## src/rtl/snake_pkg.sv

```systemverilog
// Shared types and constants for the score UART reporter.
package snake_pkg;

    typedef enum logic [2:0] {
        IDLE = 3'd0,
        LOAD = 3'd1,
        SEND = 3'd2,
        GAP  = 3'd3,
        DONE = 3'd4
    } tx_state_t;

    localparam logic [7:0]  ASCII_ZERO = 8'h30;
    localparam logic [7:0]  ASCII_EQ   = 8'h3D;
    localparam logic [7:0]  ASCII_CR   = 8'h0D;
    localparam logic [7:0]  ASCII_LF   = 8'h0A;
    localparam logic [7:0]  ASCII_BAD  = 8'h3F;
    localparam int unsigned LINE_LEN   = 7;
    // Index of the final byte of a line (the LF).
    localparam logic [2:0]  LAST_IDX   = 3'(LINE_LEN - 1);

endpackage

```

## src/rtl/score_uart_reporter_if.sv

```systemverilog
// Request / UART-side signal bundle of the score reporter.
interface score_uart_reporter_if;

    logic [3:0] bcd_hundreds;
    logic [3:0] bcd_tens;
    logic [3:0] bcd_ones;
    logic       send_score;
    logic       send_high;
    logic       txready;
    logic [7:0] txdata;
    logic       txclk;
    logic       busy;
    logic       line_done;

    // Reporter side: takes digits and requests, drives the UART byte port.
    modport master (
        input  bcd_hundreds, bcd_tens, bcd_ones,
        input  send_score, send_high, txready,
        output txdata, txclk, busy, line_done
    );

    // Surrounding logic side: supplies digits and requests, consumes bytes.
    modport slave (
        output bcd_hundreds, bcd_tens, bcd_ones,
        output send_score, send_high, txready,
        input  txdata, txclk, busy, line_done
    );

endinterface

```

## src/rtl/bcd_to_ascii.sv

```systemverilog
// One BCD digit to its ASCII character; out-of-range digits become '?'.
module bcd_to_ascii
    import snake_pkg::*;
(
    input  logic [3:0] digit,
    output logic [7:0] ascii
);

    // Digits 0..9 map onto '0'..'9'; anything above 9 is flagged as '?'.
    always_comb begin
        if (digit <= 4'd9) begin
            ascii = ASCII_ZERO + {4'h0, digit};
        end else begin
            ascii = ASCII_BAD;
        end
    end

endmodule

```

## src/rtl/score_uart_reporter.sv

```systemverilog
// Serialises a 3-digit BCD score or high score as "T=ddd\r\n" onto a
// byte-wide UART load port. Requests are latched one deep per kind so a
// strobe arriving mid-line is reported once the current line finishes.
module score_uart_reporter
    import snake_pkg::*;
#(
    parameter logic [7:0]  TAG_SCORE  = 8'h53,
    parameter logic [7:0]  TAG_HIGH   = 8'h48,
    parameter int unsigned GAP_CYCLES = 1
)(
    input logic                   clk,
    input logic                   nRst,
    score_uart_reporter_if.master bus
);

    // Last value of the gap counter before returning to SEND.
    localparam logic [3:0] GAP_LAST = 4'(GAP_CYCLES - 1);

    tx_state_t  state_r,      state_s;
    logic       pend_score_r, pend_score_s;
    logic       pend_high_r,  pend_high_s;
    logic [2:0] idx_r,        idx_s;
    logic [3:0] gap_r,        gap_s;
    logic [7:0] tag_r,        tag_s;
    logic [3:0] hun_r,        hun_s;
    logic [3:0] ten_r,        ten_s;
    logic [3:0] one_r,        one_s;
    logic [7:0] txdata_r,     txdata_s;
    logic       txclk_r,      txclk_s;
    logic       busy_r,       busy_s;
    logic       line_done_r,  line_done_s;

    logic [7:0] hun_ascii_s;
    logic [7:0] ten_ascii_s;
    logic [7:0] one_ascii_s;
    logic [7:0] line_byte_s;

    bcd_to_ascii u_hun (.digit(hun_r), .ascii(hun_ascii_s));
    bcd_to_ascii u_ten (.digit(ten_r), .ascii(ten_ascii_s));
    bcd_to_ascii u_one (.digit(one_r), .ascii(one_ascii_s));

    // Select the byte of the snapshotted line at the current index.
    always_comb begin
        case (idx_r)
            3'd0:    line_byte_s = tag_r;
            3'd1:    line_byte_s = ASCII_EQ;
            3'd2:    line_byte_s = hun_ascii_s;
            3'd3:    line_byte_s = ten_ascii_s;
            3'd4:    line_byte_s = one_ascii_s;
            3'd5:    line_byte_s = ASCII_CR;
            3'd6:    line_byte_s = ASCII_LF;
            default: line_byte_s = ASCII_BAD;
        endcase
    end

    // Next-state, request latching and output decisions.
    always_comb begin
        state_s      = state_r;
        pend_score_s = pend_score_r | bus.send_score;
        pend_high_s  = pend_high_r  | bus.send_high;
        idx_s        = idx_r;
        gap_s        = gap_r;
        tag_s        = tag_r;
        hun_s        = hun_r;
        ten_s        = ten_r;
        one_s        = one_r;
        txdata_s     = txdata_r;
        txclk_s      = 1'b0;
        line_done_s  = 1'b0;

        case (state_r)
            IDLE: begin
                if (pend_score_s || pend_high_s) begin
                    state_s = LOAD;
                end else begin
                    state_s = IDLE;
                end
            end
            LOAD: begin
                hun_s = bus.bcd_hundreds;
                ten_s = bus.bcd_tens;
                one_s = bus.bcd_ones;
                idx_s = 3'd0;
                gap_s = 4'd0;
                // High score wins when both are waiting; a fresh strobe of
                // the kind being cleared survives as a new request.
                if (pend_high_r) begin
                    tag_s       = TAG_HIGH;
                    pend_high_s = bus.send_high;
                end else begin
                    tag_s        = TAG_SCORE;
                    pend_score_s = bus.send_score;
                end
                state_s = SEND;
            end
            SEND: begin
                if (bus.txready) begin
                    txdata_s = line_byte_s;
                    txclk_s  = 1'b1;
                    if (idx_r == LAST_IDX) begin
                        state_s = DONE;
                    end else begin
                        idx_s   = idx_r + 3'd1;
                        state_s = GAP;
                    end
                end else begin
                    state_s = SEND;
                end
            end
            GAP: begin
                if (gap_r == GAP_LAST) begin
                    gap_s   = 4'd0;
                    state_s = SEND;
                end else begin
                    gap_s   = gap_r + 4'd1;
                    state_s = GAP;
                end
            end
            DONE: begin
                line_done_s = 1'b1;
                if (pend_score_s || pend_high_s) begin
                    state_s = LOAD;
                end else begin
                    state_s = IDLE;
                end
            end
            default: begin
                state_s = IDLE;
            end
        endcase

        busy_s = (state_s != IDLE) || pend_score_s || pend_high_s;
    end

    // State and output registers; reset abandons any line in progress.
    always_ff @(posedge clk) begin
        if (!nRst) begin
            state_r      <= IDLE;
            pend_score_r <= 1'b0;
            pend_high_r  <= 1'b0;
            idx_r        <= 3'd0;
            gap_r        <= 4'd0;
            tag_r        <= 8'h00;
            hun_r        <= 4'd0;
            ten_r        <= 4'd0;
            one_r        <= 4'd0;
            txdata_r     <= 8'h00;
            txclk_r      <= 1'b0;
            busy_r       <= 1'b0;
            line_done_r  <= 1'b0;
        end else begin
            state_r      <= state_s;
            pend_score_r <= pend_score_s;
            pend_high_r  <= pend_high_s;
            idx_r        <= idx_s;
            gap_r        <= gap_s;
            tag_r        <= tag_s;
            hun_r        <= hun_s;
            ten_r        <= ten_s;
            one_r        <= one_s;
            txdata_r     <= txdata_s;
            txclk_r      <= txclk_s;
            busy_r       <= busy_s;
            line_done_r  <= line_done_s;
        end
    end

    assign bus.txdata    = txdata_r;
    assign bus.txclk     = txclk_r;
    assign bus.busy      = busy_r;
    assign bus.line_done = line_done_r;

endmodule

```

## src/flat_wrapper.sv

```systemverilog
// flat-port wrapper written by rule: the top's interface ports become plain ports
module score_uart_reporter_flat import snake_pkg::*;
#(
    parameter logic [7:0]  TAG_SCORE  = 8'h53,
    parameter logic [7:0]  TAG_HIGH   = 8'h48,
    parameter int unsigned GAP_CYCLES = 1
)
  (clk, nRst, bus_bcd_hundreds, bus_bcd_tens, bus_bcd_ones, bus_send_score, bus_send_high, bus_txready, bus_txdata, bus_txclk, bus_busy, bus_line_done);
  score_uart_reporter_if bus_i ();
  input logic clk;
  input logic nRst;
  input wire logic [$bits(bus_i.bcd_hundreds)-1:0] bus_bcd_hundreds;
  input wire logic [$bits(bus_i.bcd_tens)-1:0] bus_bcd_tens;
  input wire logic [$bits(bus_i.bcd_ones)-1:0] bus_bcd_ones;
  input wire logic [$bits(bus_i.send_score)-1:0] bus_send_score;
  input wire logic [$bits(bus_i.send_high)-1:0] bus_send_high;
  input wire logic [$bits(bus_i.txready)-1:0] bus_txready;
  output wire logic [$bits(bus_i.txdata)-1:0] bus_txdata;
  output wire logic [$bits(bus_i.txclk)-1:0] bus_txclk;
  output wire logic [$bits(bus_i.busy)-1:0] bus_busy;
  output wire logic [$bits(bus_i.line_done)-1:0] bus_line_done;
  assign bus_i.bcd_hundreds = bus_bcd_hundreds;
  assign bus_i.bcd_tens = bus_bcd_tens;
  assign bus_i.bcd_ones = bus_bcd_ones;
  assign bus_i.send_score = bus_send_score;
  assign bus_i.send_high = bus_send_high;
  assign bus_i.txready = bus_txready;
  assign bus_txdata = bus_i.txdata;
  assign bus_txclk = bus_i.txclk;
  assign bus_busy = bus_i.busy;
  assign bus_line_done = bus_i.line_done;
  score_uart_reporter #(.TAG_SCORE(TAG_SCORE), .TAG_HIGH(TAG_HIGH), .GAP_CYCLES(GAP_CYCLES)) u_core (.clk(clk), .nRst(nRst), .bus(bus_i));
endmodule
```

## config.mk

```make
export PLATFORM = sky130hd
export DESIGN_NAME = score_uart_reporter_flat
export DESIGN_NICKNAME = d
export VERILOG_FILES = /design/src/rtl/snake_pkg.sv /design/src/rtl/score_uart_reporter_if.sv /design/src/rtl/bcd_to_ascii.sv /design/src/rtl/score_uart_reporter.sv /design/src/flat_wrapper.sv
export SDC_FILE = /design/constraint.sdc
export NUM_CORES = 1
export LEC_CHECK = 0
export ABC_CLOCK_PERIOD_IN_PS = 2000
export BUFFER_PORTS_ARGS = -buffer_cell sky130_fd_sc_hd__buf_2
export CORE_ASPECT_RATIO = 0.8
export CORE_MARGIN = 1.5
export CORE_UTILIZATION = 35
export DETAILED_ROUTE_END_ITERATION = 8
export PLACE_DENSITY = 0.65
export SYNTH_ARGS = -nofsm -noshare
export SYNTH_HDL_FRONTEND = slang
export SYNTH_SLANG_ARGS = --single-unit
```

## constraint.sdc

```tcl
create_clock -name clk -period 2 [get_ports clk]
set_input_delay 0.1 -clock clk [delete_from_list [all_inputs] [get_ports clk]]
set_output_delay 0.1 -clock clk [all_outputs]
set_load 0.02 [all_outputs]
```

==> impl_metrics.toml <==
[floorplan]
ios = 28
die_h_um = 67.5
core-area_sq_um = 5010
die_width_um = 83.6
row_count = 23
die_area_sq_um = 5640
start_util_pct = 36.3

[drt]
drt_iter0_drc = 128
first_pass_iters = 4
drc = 0
dr_total_vias = 1443
vias_per_cell = 4.91
ant_nets = 0
wl_um = 3640
post_drt_wl_per_cell_um = 12.4

[worst_setup_path]
cp-endpoint = "u_core.bus.txdata[4]"
critPathLaunch = "u_core.idx_r[0]"
worstPathCellList = "inv_1 > ha_1 > o21bai_1 > o2bb2ai_1 > nand3_4 > o221a_1"
startpoint_type = "register"
r2r_cells = 6
worstPathMaxFanout = 8
worstReg2RegEnd = "u_core.bus.txdata[4]"
rrSetupSlack_ns = 0.37
crit_arrival_ns = 1.80
setup.worst_path.class = "register to register"
endpoint_kind = "register"
worstPathRequired_ns = 2.17
critPathSlowestCell = "dfxtp_1"
max_stage_delay_ns = 0.40
r2r_start = "u_core.idx_r[0]"

[cts]
post_cts_resized = 0
cts_tree = "built"
clk_path_buf_depth = 2
clkLatencyLatePin_ns = 0.28
numCtsBuffers = 5
clockRootBuffer = "clkbuf_8"
post_cts_buffers = 0
cts-htree-levels = 2
ctsHoldBuffers = 0
clk_pin_slew_ns = 0.07
cts_sinks = 37

[sta]
worstMarginPinSlew_ns = 0.542
finalSetupViolCount = 0
fin_setup_tns_ns = 0
setup_slack_ns = 0.375
fmax_mhz = 615
clock_skew_ns = 0.00349
fin_crit_sh_pct = 81.3
finalMaxSlewViolations = 0
rsz0062_at_grt = "false"
final_hold_viol_count = 0
min_period_ns = 1.63
maxSlewHeadroom_pct = 63.9

[global_routing]
grt_use_met2_pct = 21.1
grt_pass1_wl_um = 6020
track_usage_pct = 13.4
grt_max_degree = 37
globalRouteOverflowTotal = 0
grt_antenna_before_repair = 0
busiest_layer = "met2"
grt_use_met1_pct = 17.6
grt_pass1_vias = 1309
grt.met3_usage_pct = 4.40

[synth]
yosysWarnings = 0
seq_area_frac_synth_pct = 40.7
post-synth-top-area-fraction_pct = 40.7
synth.avg_cell_area_sq_um = 8.75
synth_top_family_by_area = "compound AO/OA/AOI/OAI gates"
muxShareOfSynthArea_pct = 1.65
synth.most_common_cell = "dfxtp_1"
synth_edf_count = 0
synthesis.nets = 232
syn_inst = 208
synth_area_leaders = "dfxtp_1, nand2_1, a21oi_1"
synthAdderAreaFrac_pct = 4.81
synthTopCellsByCount = "dfxtp_1, nand2_1, a21oi_1"
synth_top_cell_by_area = "dfxtp_1"
synth-xor-area-share_pct = 0
synth_flop_cell = "dfxtp_1"
synth_compound_area_share_pct = 23.3
synthArstFlopShare_pct = 0
synthSimpleGateAreaFrac_pct = 23.0
synth_area_sq_um = 1820
synth_cell_type_count = 47
synth-seq-cells = 37

[power]
p_per_area_nw_per_um2 = 787
leakagePower_uw = 0.000829
ir_worst_vdd_mv = 0.397

[job]
drv_cap = 0

[finish]
fin_nets = 255
finalNonFillerCells = 294
area_growth_pct = 13.5
drive_above_1_share_pct = 18.1
n_antenna_cell = 0

[placement]
dp_hpwl_um = 2650
io_buffers = 26
pre_cts_slack_ns = 0.386
gp_congestion = 0.855
dp_cells = 286

[worst_hold_path]
holdCritPathClass = "input port to register"

[run_status]
status = "completed"
[layout by cell type, fill, tap and decap left out, types with 2 or more instances in the layout]
cell,instances
buf_2,26
dfxtp_1,37
mux2i_1,3
nand3_1,4
o21ai_0,9
ha_1,7
clkbuf_8,7
nand2b_1,3
nor3_1,4
a21boi_1,3
nand2_1,30
inv_1,8
a31oi_1,4
nor2_1,7
a21oi_1,22
o21a_1,2
nor2b_1,9
a21boi_0,14
buf_4,3
and2_1,3
[worst min path at each step]
stage               startpoint             endpoint  cells past startpoint
4_1_cts        bus_bcd_tens[1]      u_core.ten_r[1]                      3
6_report       bus_bcd_tens[1]      u_core.ten_r[1]                      3
2_1_floorplan   bus_send_score  u_core.pend_score_r                      1
3_5_place_dp   bus_bcd_tens[1]      u_core.ten_r[1]                      3
3_3_place_gp   bus_bcd_ones[2]      u_core.one_r[2]                      3
5_1_grt        bus_bcd_tens[1]      u_core.ten_r[1]                      3
[worst max-delay path: cells and delay by family (launching register included)]
kind | cells | cell delay (ns)
AO/OA/AOI/OAI | 3 | 0.64
flip-flops | 1 | 0.40
adder cells (fa/ha/maj) | 1 | 0.28
AND/OR/NAND/NOR | 1 | 0.10
buffers and inverters | 1 | 0.09
[through the flow]
| stage | cell area, sq um | utilization (%) | total power, uW | hold slack, ns |
|---|---|---|---|---|
| 6_report | 2070 | 41.3 | 1620 | 0.0520 |
| 5_1_grt | 2070 | 41.3 | 1710 | 0.0473 |
| 4_1_cts | 2070 | 41.3 | 1650 | 0.0446 |
| 3_5_place_dp | 1960 | 39.2 | 1080 | 0.350 |
| 3_3_place_gp | 1960 | 39.2 | 1080 | 0.346 |
| 2_1_floorplan | 1820 | - | 1020 | 0.224 |
[cell families after synthesis]
| group | after synthesis |
|---|---|
| AOI/OAI and AO/OA | 65 |
| muxes | 3 |
| DFF | 37 |
| buffers and inverters | 21 |
| and+or+nand+nor | 74 |
| other | 1 |
| adders and majority gates | 7 |
[area by class of cell]
class	count	area, sq um
tap	62	77.6
clock buffer	7	96.3
inverter	8	30.0
timing repair buffer	29	153
multi-input combinational	150	963
fill	539	2940
sequential	37	741
clock inverter	1	5.00
[power by group]
group | leakage (uW) | switching (uW) | internal [uW]
combinational | 0.000473 | 128 | 105
clock | 0.0000542 | 252 | 311
sequential | 0.000302 | 45.5 | 783
[per-layer routing]
| metal | vias to the layer above | wire length [um] |
|---|---|---|
| li1 | 763 | - |
| met2 | 19 | 1560 |
| met4 | 0 | 28 |
| met1 | 659 | 1890 |
| met3 | 2 | 163 |
| met5 | - | 0 |
[sequential cells by signal (all words and copies together) (netlist names)]
register,flops
u_core.idx_r,3
u_core.pend_score_r,1
u_core.tag_r,3
u_core.gap_r,4
u_core.ten_r,4
u_core.bus.line_done,1
u_core.state_r,3
u_core.pend_high_r,1
u_core.bus.txclk,1
u_core.bus.busy,1
u_core.bus.txdata,7
u_core.one_r,4
u_core.hun_r,4
Note: power is estimated with default switching activity, not from simulation.
